<file path="config.mk">
export PLATFORM = sky130hd
export DESIGN_NAME = door_sequencer_flat
export DESIGN_NICKNAME = d
export VERILOG_FILES = /design/src/rtl/door_sequencer_if.sv /design/src/rtl/door_sequencer.sv /design/src/flat_wrapper.sv
export SDC_FILE = /design/constraint.sdc
export NUM_CORES = 1
export LEC_CHECK = 0
export CORE_ASPECT_RATIO = 1.4
export CORE_UTILIZATION = 36
export DETAILED_ROUTE_END_ITERATION = 8
export PLACE_DENSITY = 0.64
export SLEW_MARGIN = 20
export SYNTH_ARGS = -nofsm -noshare
export SYNTH_HDL_FRONTEND = slang
export SYNTH_SLANG_ARGS = --single-unit
</file>
<file path="constraint.sdc">
create_clock -name clk -period 2.14 [get_ports clk]
set_input_delay 0.535 -clock clk [delete_from_list [all_inputs] [get_ports clk]]
set_output_delay 0.535 -clock clk [all_outputs]
set_load 0.01 [all_outputs]
</file>
<file path="src/rtl/door_sequencer_if.sv">
// Pad-side bundle for the door sequencer.
// master: pad/board side; drives ena, req, sen, la, lc, fault_clr and observes the motor commands.
// slave : the sequencer; consumes the pad inputs and drives ma, mc, state, grant, fault.
interface door_sequencer_if;
  logic       ena;        // 0 freezes the sequencer
  logic [2:0] req;        // level open requests: [0] inside, [1] outside, [2] remote
  logic       sen;        // presence/obstruction sensor
  logic       la;         // open-limit switch
  logic       lc;         // close-limit switch
  logic       fault_clr;  // fault acknowledge
  logic       ma;         // motor open command
  logic       mc;         // motor close command
  logic [2:0] state;      // current state code
  logic [2:0] grant;      // one-hot owner of the current open cycle
  logic       fault;      // high while in FAULT

  modport master (
    output ena, req, sen, la, lc, fault_clr,
    input  ma, mc, state, grant, fault
  );

  modport slave (
    input  ena, req, sen, la, lc, fault_clr,
    output ma, mc, state, grant, fault
  );
endinterface

</file>
<file path="src/rtl/door_sequencer.sv">
// Motion sequencer for a single-door actuator.
// Arbitrates open requests from three sources, drives open/close motor commands from the limit
// switches and presence sensor, enforces a dwell before auto-close, reverses on obstruction and
// latches a fault on travel timeout, inconsistent limits or too many reversals.
// Ports:
//   clk  - system clock, rising edge
//   rst  - asynchronous active-high reset
//   bus  - door_sequencer_if.slave: ena/req/sen/la/lc/fault_clr in; ma/mc/state/grant/fault out
module door_sequencer #(
  parameter int unsigned DWELL_CYC   = 1000,
  parameter int unsigned TRAVEL_MAX  = 5000,
  parameter int unsigned BLOCK_RETRY = 3
) (
  input logic                    clk,
  input logic                    rst,
  door_sequencer_if.slave        bus
);

  localparam int unsigned TW = $clog2(TRAVEL_MAX) + 1;
  localparam int unsigned DW = $clog2(DWELL_CYC) + 1;
  localparam int unsigned RW = $clog2(BLOCK_RETRY) + 1;

  localparam logic [TW-1:0] TravelLast = TW'(TRAVEL_MAX - 1);
  localparam logic [DW-1:0] DwellLast  = DW'(DWELL_CYC - 1);
  localparam logic [RW-1:0] RetryLimit = RW'(BLOCK_RETRY);

  typedef enum logic [2:0] {
    StClosed  = 3'd0,
    StOpening = 3'd1,
    StOpen    = 3'd2,
    StClosing = 3'd3,
    StFault   = 3'd4
  } state_e;

  state_e        state_q, state_d;
  logic [TW-1:0] tcnt_q, tcnt_d;
  logic [DW-1:0] dcnt_q, dcnt_d;
  logic [RW-1:0] rcnt_q, rcnt_d;
  logic [2:0]    grant_q, grant_d;

  logic activity;
  logic limits_bad;

  assign activity   = bus.sen | (|bus.req);
  assign limits_bad = bus.la & bus.lc;

  // State and counter register.
  always_ff @(posedge clk or posedge rst) begin
    if (rst) begin
      state_q <= StClosed;
      tcnt_q  <= '0;
      dcnt_q  <= '0;
      rcnt_q  <= '0;
      grant_q <= '0;
    end else begin
      state_q <= state_d;
      tcnt_q  <= tcnt_d;
      dcnt_q  <= dcnt_d;
      rcnt_q  <= rcnt_d;
      grant_q <= grant_d;
    end
  end

  // Next state and counters. Everything holds while ena is low.
  always_comb begin
    state_d = state_q;
    tcnt_d  = tcnt_q;
    dcnt_d  = dcnt_q;
    rcnt_d  = rcnt_q;
    grant_d = grant_q;

    if (bus.ena) begin
      case (state_q)
        StClosed: begin
          if (|bus.req) begin
            state_d = StOpening;
            // Fixed priority: inside > outside > remote.
            if (bus.req[0])      grant_d = 3'b001;
            else if (bus.req[1]) grant_d = 3'b010;
            else                 grant_d = 3'b100;
          end
        end
        StOpening: begin
          if (limits_bad)                 state_d = StFault;
          else if (bus.la)                state_d = StOpen;
          else if (tcnt_q == TravelLast)  state_d = StFault;
        end
        StOpen: begin
          if (activity)                   dcnt_d  = '0;
          else if (dcnt_q == DwellLast)   state_d = StClosing;
          else                            dcnt_d  = dcnt_q + DW'(1);
        end
        StClosing: begin
          if (limits_bad) begin
            state_d = StFault;
          end else if (activity) begin
            // Obstruction wins over lc; reopen unless the retry budget is spent.
            if (rcnt_q == RetryLimit) begin
              state_d = StFault;
            end else begin
              rcnt_d  = rcnt_q + RW'(1);
              state_d = StOpening;
            end
          end else if (bus.lc) begin
            state_d = StClosed;
            grant_d = '0;
          end else if (tcnt_q == TravelLast) begin
            state_d = StFault;
          end
        end
        StFault: begin
          if (bus.fault_clr) state_d = StOpening;
        end
        default: state_d = StFault;  // unreachable codes 5..7
      endcase

      // Entry actions; the travel counter runs only while staying in a stroke.
      if (state_d != state_q) begin
        if (state_d == StOpening || state_d == StClosing) tcnt_d = '0;
        if (state_d == StOpen)                            dcnt_d = '0;
        if (state_d == StClosed || state_d == StFault)    rcnt_d = '0;
        if (state_d == StFault)                           grant_d = '0;
      end else if (state_q == StOpening || state_q == StClosing) begin
        tcnt_d = tcnt_q + TW'(1);
      end
    end
  end

  // Moore outputs straight from the state register, so reset kills the motor asynchronously.
  always_comb begin
    bus.ma    = (state_q == StOpening);
    bus.mc    = (state_q == StClosing);
    bus.fault = (state_q == StFault);
    bus.state = state_q;
    bus.grant = grant_q;
  end

endmodule

</file>
<file path="src/flat_wrapper.sv">
// flat-port wrapper written by rule: the top's interface ports become plain ports
module door_sequencer_flat 
#(
  parameter int unsigned DWELL_CYC   = 1000,
  parameter int unsigned TRAVEL_MAX  = 5000,
  parameter int unsigned BLOCK_RETRY = 3
)
  (clk, rst, bus_ena, bus_req, bus_sen, bus_la, bus_lc, bus_fault_clr, bus_ma, bus_mc, bus_state, bus_grant, bus_fault);
  door_sequencer_if bus_i ();
  input logic clk;
  input logic rst;
  input wire logic [$bits(bus_i.ena)-1:0] bus_ena;
  input wire logic [$bits(bus_i.req)-1:0] bus_req;
  input wire logic [$bits(bus_i.sen)-1:0] bus_sen;
  input wire logic [$bits(bus_i.la)-1:0] bus_la;
  input wire logic [$bits(bus_i.lc)-1:0] bus_lc;
  input wire logic [$bits(bus_i.fault_clr)-1:0] bus_fault_clr;
  output wire logic [$bits(bus_i.ma)-1:0] bus_ma;
  output wire logic [$bits(bus_i.mc)-1:0] bus_mc;
  output wire logic [$bits(bus_i.state)-1:0] bus_state;
  output wire logic [$bits(bus_i.grant)-1:0] bus_grant;
  output wire logic [$bits(bus_i.fault)-1:0] bus_fault;
  assign bus_i.ena = bus_ena;
  assign bus_i.req = bus_req;
  assign bus_i.sen = bus_sen;
  assign bus_i.la = bus_la;
  assign bus_i.lc = bus_lc;
  assign bus_i.fault_clr = bus_fault_clr;
  assign bus_ma = bus_i.ma;
  assign bus_mc = bus_i.mc;
  assign bus_state = bus_i.state;
  assign bus_grant = bus_i.grant;
  assign bus_fault = bus_i.fault;
  door_sequencer #(.DWELL_CYC(DWELL_CYC), .TRAVEL_MAX(TRAVEL_MAX), .BLOCK_RETRY(BLOCK_RETRY)) u_core (.clk(clk), .rst(rst), .bus(bus_i));
endmodule
</file>
== After elaboration in Yosys (flattened, before gate mapping) ==
Cells that the tools add are included.
Word-level totals
  input bits: 10
  register bits after elaboration: 34
  output and inout bits: 9
Operators by class
  $add $sub $neg: 3
  bitwise gates (word level): 2
  equality and inequality tests: 13
  reduce and logical (&&, ||, !) cells: 8
  muxes and demuxes: 36
Operators by type and width (count)
  3-bit 2-to-1 mux: 26
  11-bit 2-to-1 mux: 5
  14-bit 2-to-1 mux: 3
  3-bit by 2-bit equality test with 1-bit output, second input constant: 5
  3-bit one-hot mux with 5 select lines: 1
  14-bit by 1-bit adder with 14-bit output, second input constant: 1
  14-bit by 13-bit equality test with 1-bit output, second input constant: 1
  11-bit by 1-bit adder with 11-bit output, second input constant: 1
  11-bit by 10-bit equality test with 1-bit output, second input constant: 1
  3-bit by 1-bit equality test with 1-bit output, second input constant: 2
  3-bit equality test, second input constant: 2
  3-bit zero test: 2
  3-bit one-hot mux with 2 select lines: 1
  3-bit by 1-bit adder with 3-bit output, second input constant: 1
  1-bit logical OR: 3
  3-bit != test: 1
  3-bit AND reduction: 1
  3-bit OR reduction: 1
  2-bit != test, second input constant: 1
  2-bit nonzero test: 1
  1-bit AND: 1
  1-bit bitwise OR: 1

== Longest topological paths before layout ==
Gate-level depths: netlist of the first run.
  depth after elaboration: 11
  depth in mapped cells: 9

== Worst setup path after synthesis of the first run ==
Ideal clock, no wire load.
  path type: input port to flip-flop
  from: input port bus_req[1]
  to: register u_core.tcnt_q[11]
  path slack: -447 ps
  data arrival time: 2522 ps
  setup time: 65 ps
  stages: 8
  path buffers: 2
  cell sequence: or4_1 -> buf_2 -> a311oi_2 -> o211ai_1 -> a311o_1 -> buf_6 -> or3b_1 -> nand2_1
Between the ends
  longest elaborated chain between the ends: 10
  elaborated cells between the ends (all ways): 16
  classes of those cells: eq/ne (4); mux (7); bitwise (1); reduce/logical (4)
Ends and longest elaborated chain
  from (decl): RTL line flat_wrapper.sv:13  | input wire logic [$bits(bus_i.req)-1:0] bus_req;
  3-bit OR reduction (*): RTL line door_sequencer.sv:44, door_sequencer.sv:75
  1-bit bitwise OR: RTL line door_sequencer.sv:44  | assign activity = bus.sen | (|bus.req);
  3-bit 2-to-1 mux: RTL line door_sequencer.sv:96  | end else if (activity) begin
  3-bit 2-to-1 mux: RTL line door_sequencer.sv:94  | if (limits_bad) begin
  3-bit one-hot mux with 5 select lines (*): RTL line door_sequencer.sv:73  | case (state_q)
  3-bit 2-to-1 mux (*): RTL line door_sequencer.sv:72  | if (bus.ena) begin
  3-bit by 1-bit equality test with 1-bit output or 3-bit by 2-bit equality test with 1-bit output (tied branches): RTL line door_sequencer.sv:119  | if (state_d == StOpening || state_d == StClosing) tcnt_d = '0;
  1-bit logical OR: RTL line door_sequencer.sv:119
  2-bit != test (no line)
  3-bit AND reduction (no line)
  to (signal assigned): RTL line door_sequencer.sv:57  | tcnt_q <= tcnt_d;
  to (decl): RTL line door_sequencer.sv:36  | logic [TW-1:0] tcnt_q, tcnt_d;
Every way passes the cells marked *; elsewhere a longest branch is shown, timed or not. The select of a mux whose other input is x is not followed.
A chain may end at the register's enable or synchronous reset.

== Final worst setup path of the first run ==
Same ends and word-level chain as after synthesis.

==> flow_summary_export.csv, run 1 <==
group,metric,value,unit
flow_run,maxCapViolCount,0,
logic_synthesis,yosysWarnings,0,
detailed_routing,wl_per_cell,15.6,µm
floorplanning,initial_core_util,37.6,%
timing,whs,529,ps
global_routing,grt-ovfl-total,0,
setup_path,startpoint_type,"primary input",
logic_synthesis,ys_seq_area_share,40.6,%
floorplanning,core_area,5570,µm²
logic_synthesis,synth-main-ff-cell,"dfrtp_1",
logic_synthesis,synth_top_cell_area_share,40.6,%
timing,fin_ws,-180,ps
detailed_routing,routed_wl,6310,µm
detailed_routing,vias_per_cell,5.71,
detailed_routing,drt_iter0_drc,122,
power,ir_drop,0.000586,V
timing,worst_pin_slew,449,ps
floorplanning,die_y,92.2,µm
global_routing,grt_max_degree,35,
timing,final-hold-violation-count,0,
layout,area_delta_synth_final,47.6,%
global_routing,grt_busiest_layer,"met2",
logic_synthesis,synthesis.instances,248,
logic_synthesis,yosys-top-cells-area,"dfrtp_1 (41%), o21ai_0 (7.7%), a21oi_1 (5.3%), nand2_1 (3.9%), inv_1 (3.2%)",
layout,fillers,489,
layout,fin_util,55.5,%
layout,drive_above_1_share,32.7,%
placement,dpl-instance-area,2770,µm²
power,p_leak,1.42,nW
placement,place.gp.congestion,0.849,
setup_path,arrival,2540,ps
cts,htreeDepth,2,
layout,fin_nets,349,
setup_path,cp-endpoint,"u_core.tcnt_q[11]",
global_routing,use_met1,26.2,%
layout,antenna_cells,0,
power,cellPowerDensity,1020,nW/µm²
global_routing,grt_usage,22.1,%
cts,cts_tree,"yes",
logic_synthesis,synth_common_cells,"dfrtp_1 (34), o21ai_0 (32), a21oi_1 (22), nand2_1 (22), inv_1 (18)",
setup_path,worst_path_largest_cell_delay,530,ps
setup_path,path_max_fanout,6,
placement,pre_cts_slack,-809,ps
logic_synthesis,yosysTopAreaCell,"dfrtp_1",
setup_path,r2r-start,"u_core.bus.state[1]",
placement,io_buffer_count,18,
logic_synthesis,ys_async_sr_fraction,100,%
global_routing,grtUsageMet3,4.73,%
floorplanning,die_w,66.4,µm
detailed_routing,drc,0,
run_status,status,"complete, but fails checks",
logic_synthesis,synth_edf_count,0,
floorplanning,io_pins,19,
timing,clock_skew,13.2,ps
logic_synthesis,ys_seq_elements,34,
logic_synthesis,post-synth-top-count-cell,"dfrtp_1",
detailed_routing,antenna_left,0,
cts,cts.sinks,34,
timing,setup_viol,10,
floorplanning,die_area,6130,µm²
setup_path,worstSetupStartpoint,"bus_req[1]",
cts,cts_inserted_buffers,5,
setup_path,critical_path_required,2360,ps
setup_path,r2r_cells,6,
setup_path,end_kind,"flop",
global_routing,met2_usage,37.5,%
timing,slew_violations,0,
cts,clock-root-buffer,"clkbuf_8",
setup_path,cpMaxStageDelayCell,"or4_4",
logic_synthesis,synth_cell_types,49,
run_status,violations,"negative setup slack",
detailed_routing,num_vias,2305,
global_routing,grt_pass1_vias,2231,
global_routing,antenna_found_initial,0,
min_path,min_path_cells,1,
setup_path,criticalPathCategory,"in2reg",
logic_synthesis,synth_nets,261,
timing,rsz0062_at_grt,"true",
timing,period_needed,2320,ps
floorplanning,rows,32,
detailed_routing,first_pass_iters,4,
cts,worstSkewPairLatency,290,ps
timing,relSlewSlack,70.1,%
placement,dpl.hpwl,4200,µm
min_path,hold_path.class,"reg2reg",
setup_path,r2r_slack,-110,ps
logic_synthesis,syn_area,2090,µm²
setup_path,r2r-end,"u_core.tcnt_q[11]",
setup_path,crit_chain,"buf_6, or4_4, a311oi_2, o211ai_1, a311o_2, or3b_1, nand2_1",
timing,max_freq,431,MHz
logic_synthesis,synth.avg_cell_area,8.44,µm²
cts,clk_pin_slew,80,ps
global_routing,grt_pass1_wl,10300,µm
timing,fin_crit_sh,108,%
layout,stdcell_area,3090,µm²
cts,cts_max_path_buffers,2,
-- logic make-up (layout without fill, tap and decap cells) --
logic type / after synthesis / after routing / synth area share (%)
AO/OA/AOI/OAI: 90 / 91 / 26.8
AND/OR/NAND/NOR: 88 / 88 / 22.5
flip-flops: 34 / 34 / 40.6
buffers and inverters: 27 / 114 / 5.32
multiplexers: 4 / 4 / 2.03
adder cells (fa/ha/maj): 3 / 3 / 1.79
XOR/XNOR: 2 / 2 / 0.837
-- what timing repair did --
item | CTS | global route
hold buffers | 0 | 0
cloned | 1 | 1
setup endpoints to repair | 25 | 27
gates resized for setup | 33 | 25
pin swaps | 9 | 9
setup buffers | 7 | 5
-- final cells by class --
type / count / area (µm²) / share of cell area [%]
Sequential cell: 34 / 852 / 27.6
Clock buffer: 6 / 82.6 / 2.67
Timing Repair Buffer: 89 / 722 / 23.4
Multi-Input combinational cell: 188 / 1250 / 40.5
Inverter: 18 / 67.6 / 2.19
Clock inverter: 1 / 30.0 / 0.972
Tap cell: 68 / 85.1 / 2.75
-- flip-flops by register name (all words and copies together) (netlist names) --
| signal | flops |
|---|---|
| u_core.rcnt_q | 3 |
| u_core.bus.state | 3 |
| u_core.dcnt_q | 11 |
| u_core.bus.grant | 3 |
| u_core.tcnt_q | 14 |
-- worst min path at each step --
stage	from	to	slack, ps
2_1_floorplan	u_core.dcnt_q[10]	u_core.dcnt_q[10]	460
3_3_place_gp	u_core.tcnt_q[12]	u_core.tcnt_q[12]	500
3_5_place_dp	u_core.tcnt_q[12]	u_core.tcnt_q[12]	500
4_1_cts	u_core.tcnt_q[12]	u_core.tcnt_q[12]	520
5_1_grt	u_core.dcnt_q[5]	u_core.dcnt_q[5]	560
6_report	u_core.dcnt_q[2]	u_core.dcnt_q[2]	530
-- power breakdown --
part	internal [mW]	switching, mW	total, mW
sequential	0.781	0.117	0.898
clock	0.373	0.242	0.615
combinational	0.827	0.807	1.63
-- per-stage QoR --
| stage | TNS [ps] | std cells | total power [mW] |
|---|---|---|---|
| global route | -2490 | 404 | 3.37 |
| finish | -1220 | 404 | 3.15 |
| floorplan | -2710 | 248 | 1.59 |
| detailed placement | -16060 | 384 | 2.31 |
| CTS | -1580 | 399 | 3.02 |
| global placement | -15540 | 384 | 2.29 |
-- routing by layer --
metal,vias up,wire length (µm)
met5,-,0
met4,0,176
met3,17,262
met2,50,3270
met1,1131,2590
li1,1107,-
-- placed cells by master, fill, tap and decap left out, types with 3 or more instances in the layout --
cell type	count
a21oi_1	22
a22o_1	3
a32oi_1	3
a41oi_1	3
and2_1	3
and3_1	6
buf_4	66
buf_6	6
clkbuf_8	6
clkdlybuf4s50_1	10
dfrtp_1	33
inv_1	17
nand2_1	21
nand2b_1	3
nand3_1	6
nand4_1	4
nor2_1	14
nor3_1	3
o211ai_1	5
o21a_1	3
o21ai_0	18
o21ai_1	10
o21ai_2	6
or3_1	7
-- critical path: cells and delay by family --
| family | cells | cell delay (ps) |
|---|---|---|
| buffers and inverters | 1 | 90 |
| AOI/OAI and AO/OA | 3 | 940 |
| and+or+nand+nor | 3 | 980 |
Power figures use the tool's default switching activity.
==> inputs of run 2 (changes only) <==
Settings changed: CORE_MARGIN from default to 4, CORE_UTILIZATION 36 to 45, CTS_CLUSTER_SIZE from default to 25, PLACE_DENSITY 0.64 to 0.75.
==> flow_summary_export.csv, run 2 (synthesis gave the netlist of run 1 again) <==
group,metric,value,unit
global_routing,antenna_found_initial,0,
flow_run,maxCapViolCount,0,
layout,multiInputGateArea,1280,µm²
global_routing,grt_pass1_wl,9350,µm
detailed_routing,antenna_left,0,
layout,layout_common_cells,"buf_4 (48), dfrtp_1 (33), nand2_1 (21), a21oi_1 (19), o21ai_0 (19)",
setup_path,end_kind,"flop",
floorplanning,core_area,4540,µm²
placement,dpl.hpwl,3970,µm
layout,post_layout_nonfiller_instances,378,
cts,htreeDepth,2,
cts,clock-root-buffer,"clkbuf_8",
cts,cts_tree,"yes",
setup_path,critical_path_required,2350,ps
timing,relSlewSlack,71.5,%
detailed_routing,vias_per_cell,5.83,
global_routing,met2_usage,36.9,%
detailed_routing,drt_iter0_drc,155,
setup_path,startpoint_type,"primary input",
layout,largest-register,"u_core.tcnt_q",
power,p_leak,1.33,nW
run_status,status,"complete, but fails checks",
timing,whs,526,ps
placement,io_buffer_count,18,
cts,clk_pin_slew,60,ps
run_status,violations,"negative setup slack",
layout,stdcell_area,2950,µm²
global_routing,grt_busiest_layer,"met2",
timing,setup_viol,17,
power,cellPowerDensity,965,nW/µm²
timing,slew_violations,0,
layout,layout_commonest_cell,"buf_4",
global_routing,grt-ovfl-total,0,
layout,antenna_cells,0,
min_path,hold_path.class,"reg2reg",
floorplanning,die_y,88.7,µm
timing,period_needed,2270,ps
layout,fin_nets,330,
timing,max_freq,441,MHz
timing,rsz0062_at_grt,"true",
cts,worstSkewPairLatency,290,ps
timing,worst_pin_slew,428,ps
floorplanning,die_w,65.6,µm
floorplanning,io_pins,19,
placement,dp.cells,365,
setup_path,path_max_fanout,7,
layout,fillers,369,
timing,final-hold-violation-count,0,
global_routing,use_met1,24.7,%
cts,cts_inserted_buffers,5,
floorplanning,die_area,5820,µm²
placement,dpl-instance-area,2660,µm²
floorplanning,rows,29,
global_routing,grt_pass1_vias,2076,
cts,cts.sinks,34,
layout,area_delta_synth_final,40.8,%
detailed_routing,routed_wl,5980,µm
layout,largestRegisters,"u_core.tcnt_q: 14 flops, u_core.dcnt_q: 11 flops",
timing,fin_ws,-127,ps
power,ir_drop,0.000446,V
layout,seqCellArea,852,µm²
cts,cts_max_path_buffers,2,
setup_path,criticalPathCategory,"in2reg",
detailed_routing,first_pass_iters,4,
detailed_routing,drc,0,
detailed_routing,num_vias,2205,
placement,place.gp.congestion,0.897,
layout,fin_util,65.0,%
timing,fin_crit_sh,106,%
global_routing,grt_max_degree,35,
timing,setup_tns,-1570,ps
layout,drive_above_1_share,30.4,%
global_routing,grt_usage,20.6,%
detailed_routing,wl_per_cell,15.8,µm
global_routing,grtUsageMet3,3.18,%
setup_path,arrival,2480,ps
floorplanning,initial_core_util,46.2,%
layout,largest_reg_flops,14,
timing,clock_skew,9.39,ps
[run 2: cell types whose count changed in the layout (fill, tap and decap cells not counted), sizes merged]
cell           delta
clkdlybuf4s15     -1
buf              -17
clkbuf            -2
dlymetal6s2s      +1
bufinv            -1
[run 2: through the flow]
step           total power, mW  setup WS (ps)
6_report                  2.84           -127
5_1_grt                   3.05           -190
3_3_place_gp              2.15           -785
4_1_cts                   2.67           -136
3_5_place_dp              2.18           -856
2_1_floorplan             1.59           -317
[run 2: critical path, stage by stage]
cell,delay (ps)
buf_6,90
or4_4,540
a311oi_2,250
o211ai_1,160
a311o_2,480
or3_1,330
o21ai_1,80
[run 2: final cells by class]
cell class | count | share of cell area, %
Clock buffer | 6 | 2.80
Timing Repair Buffer | 70 | 19.9
Tap cell | 62 | 2.63
Inverter | 18 | 2.29
Multi-Input combinational cell | 188 | 43.5
Sequential cell | 34 | 28.9
[run 2: report_power, final]
group	total, mW	switching, mW	leakage (nW)	internal [mW]
Clock	0.472	0.224	0.0431	0.248
Combinational	1.47	0.767	0.827	0.701
Sequential	0.903	0.122	0.462	0.781
Total	2.84	1.11	1.33	1.73
[run 2: path summary, 6_finish.rpt]
check,from,to,slack (ps),depth (start not counted)
worst min-delay path,u_core.dcnt_q[1],u_core.dcnt_q[1],530,1
max in group asynchronous,rst,u_core.bus.state[0],1180,3
min in group asynchronous,rst,u_core.dcnt_q[2],630,3
worst min register to register,u_core.dcnt_q[1],u_core.dcnt_q[1],530,1
worst max-delay path,bus_sen,u_core.tcnt_q[10],-130,7
worst max register to register,u_core.bus.state[2],u_core.tcnt_q[10],-40,6
[run 2: what timing repair did]
action | CTS | global route
endpoints found under the setup margin | 31 | 25
pin swaps | 10 | 21
buffers inserted | 2 | 4
resized for setup | 26 | 40
hold buffers | 0 | 0
gates cloned | 1 | 0
[run 2: layer usage]
layer / vias up / part of all wire [%]
met5: - / 0
met4: 0 / 3.1
met2: 63 / 52
li1: 1072 / -
met3: 18 / 3.9
met1: 1052 / 41
==> inputs of run 3 (changes only) <==
==> constraint.sdc (replaced) <==
create_clock -name clk -period 2.14 [get_ports clk]
set_input_delay 0.535 -clock clk [delete_from_list [all_inputs] [get_ports clk]]
set_output_delay 0.535 -clock clk [all_outputs]
set_load 0.005 [all_outputs]
==> flow_summary_export.csv, run 3 (synthesis gave the netlist of run 1 again) <==
group,metric,value,unit
run_status,status,"complete, but fails checks",
run_status,violations,"negative setup slack",
setup_path,worst_path_largest_cell_delay,550,ps
floorplanning,initial_core_util,46.2,%
detailed_routing,first_pass_iters,4,
setup_path,path_max_fanout,6,
cts,cts_max_path_buffers,2,
layout,area_delta_synth_final,44.6,%
detailed_routing,drt_iter0_drc,148,
layout,layout_common_cells,"buf_4 (61), dfrtp_1 (34), o21ai_0 (20), nand2_1 (20), a21oi_1 (19)",
floorplanning,core_area,4540,µm²
cts,cts.sinks,34,
flow_run,maxCapViolCount,0,
cts,cts_inserted_buffers,5,
global_routing,antenna_found_initial,0,
floorplanning,die_area,5820,µm²
timing,relSlewSlack,70.1,%
setup_path,criticalPathCategory,"in2reg",
timing,rsz0062_at_grt,"true",
layout,antenna_cells,0,
timing,fin_crit_sh,107,%
global_routing,grt_pass1_vias,2226,
layout,fin_util,66.7,%
power,cellPowerDensity,975,nW/µm²
placement,place.gp.congestion,0.915,
cts,worstSkewPairLatency,290,ps
timing,final-hold-violation-count,0,
floorplanning,rows,29,
power,ir_drop,0.000499,V
global_routing,grt-ovfl-total,0,
setup_path,startpoint_type,"primary input",
placement,dp.cells,370,
detailed_routing,vias_per_cell,5.95,
global_routing,grt_pass1_wl,10000,µm
cts,htreeDepth,2,
timing,worst_pin_slew,448,ps
setup_path,cpMaxStageDelayCell,"or4_4",
global_routing,grt_usage,22.1,%
floorplanning,die_y,88.7,µm
setup_path,critPathTopFamily,"simple AND/OR/NAND/NOR gates",
setup_path,end_kind,"flop",
placement,dpl.hpwl,4090,µm
cts,clk_pin_slew,70,ps
setup_path,critical_path_required,2370,ps
power,p_leak,1.41,nW
layout,largestRegisters,"u_core.tcnt_q: 14 flops, u_core.dcnt_q: 11 flops",
detailed_routing,routed_wl,6120,µm
timing,period_needed,2290,ps
cts,hold_buffers,0,
timing,slew_violations,0,
cts,clock-root-buffer,"clkbuf_8",
timing,setup_tns,-1390,ps
placement,io_buffer_count,18,
layout,largest_reg_flops,14,
setup_path,timing.critical_path.buf_inv,1,
power,power.total,2.95,mW
layout,layout_commonest_cell,"buf_4",
layout,fin_nets,339,
detailed_routing,drc,0,
floorplanning,io_pins,19,
global_routing,grt_max_degree,35,
placement,dpl-instance-area,2700,µm²
cts,cts_tree,"yes",
detailed_routing,antenna_left,0,
layout,stdcell_area,3030,µm²
detailed_routing,num_vias,2314,
timing,clock_skew,5.19,ps
timing,setup_viol,15,
layout,post_layout_nonfiller_instances,389,
layout,drive_above_1_share,31.2,%
setup_path,crit_chain,"buf_6, or4_4, a311oi_4, o211ai_1, a311o_2, or3b_1, nand2_1",
timing,max_freq,437,MHz
setup_path,arrival,2520,ps
min_path,hold_path.class,"reg2reg",
floorplanning,die_w,65.6,µm
timing,fin_ws,-150,ps
detailed_routing,wl_per_cell,15.7,µm
layout,largest-register,"u_core.tcnt_q",
==> run 3: routing by layer <==
| metal | vias up | GRT usage (%) | share of wire (%) |
|---|---|---|---|
| li1 | 1094 | - | - |
| met1 | 1117 | 25.4 | 40 |
| met2 | 87 | 39.6 | 52 |
| met3 | 16 | 3.81 | 4.4 |
| met4 | 0 | 9.62 | 3.4 |
| met5 | - | 0 | 0 |
==> run 3: what timing repair did <==
action / CTS / global route
pin swaps: 12 / 11
setup endpoints to repair: 25 / 27
resized for setup: 32 / 27
gates cloned: 1 / 0
buffers inserted: 7 / 3
==> run 3: worst register-to-register path, delay by kind of cell, from the launching register on <==
family             cells  cell delay [ps]
and+or+nand+nor        3              730
DFF                    1              420
AOI/OAI and AO/OA      3             1010
==> run 3: final cells by class <==
type	instances	area, µm²
Timing Repair Buffer	79	634
Clock buffer	7	86.3
Multi-Input combinational cell	188	1310
Fill cell	345	1510
Tap cell	62	77.6
Sequential cell	34	851
Clock inverter	1	5.00
Inverter	18	67.6
==> run 3: stage by stage <==
step / setup slack, ps / hold WS (ps)
2_1_floorplan: -317 / 462
3_3_place_gp: -794 / 493
3_5_place_dp: -803 / 497
4_1_cts: -204 / 509
5_1_grt: -193 / 517
6_report: -150 / 512
==> run 3: path summary, 6_finish.rpt <==
path                                     start  slack (ps)                end  depth (start not counted)
setup / recovery                    bus_req[1]        -150  u_core.tcnt_q[11]                          7
hold / removal               u_core.dcnt_q[10]         510  u_core.dcnt_q[10]                          1
setup reg to reg           u_core.bus.state[2]         -90  u_core.tcnt_q[11]                          6
hold reg to reg              u_core.dcnt_q[10]         510  u_core.dcnt_q[10]                          1
max in group asynchronous                  rst        1180   u_core.dcnt_q[8]                          3
min in group asynchronous                  rst         630   u_core.dcnt_q[2]                          3
==> run 3: where the power goes <==
group,leakage [nW],internal (mW),switching (mW)
registers,0.463,0.779,0.132
clock network,0.0482,0.260,0.238
logic,0.902,0.761,0.782
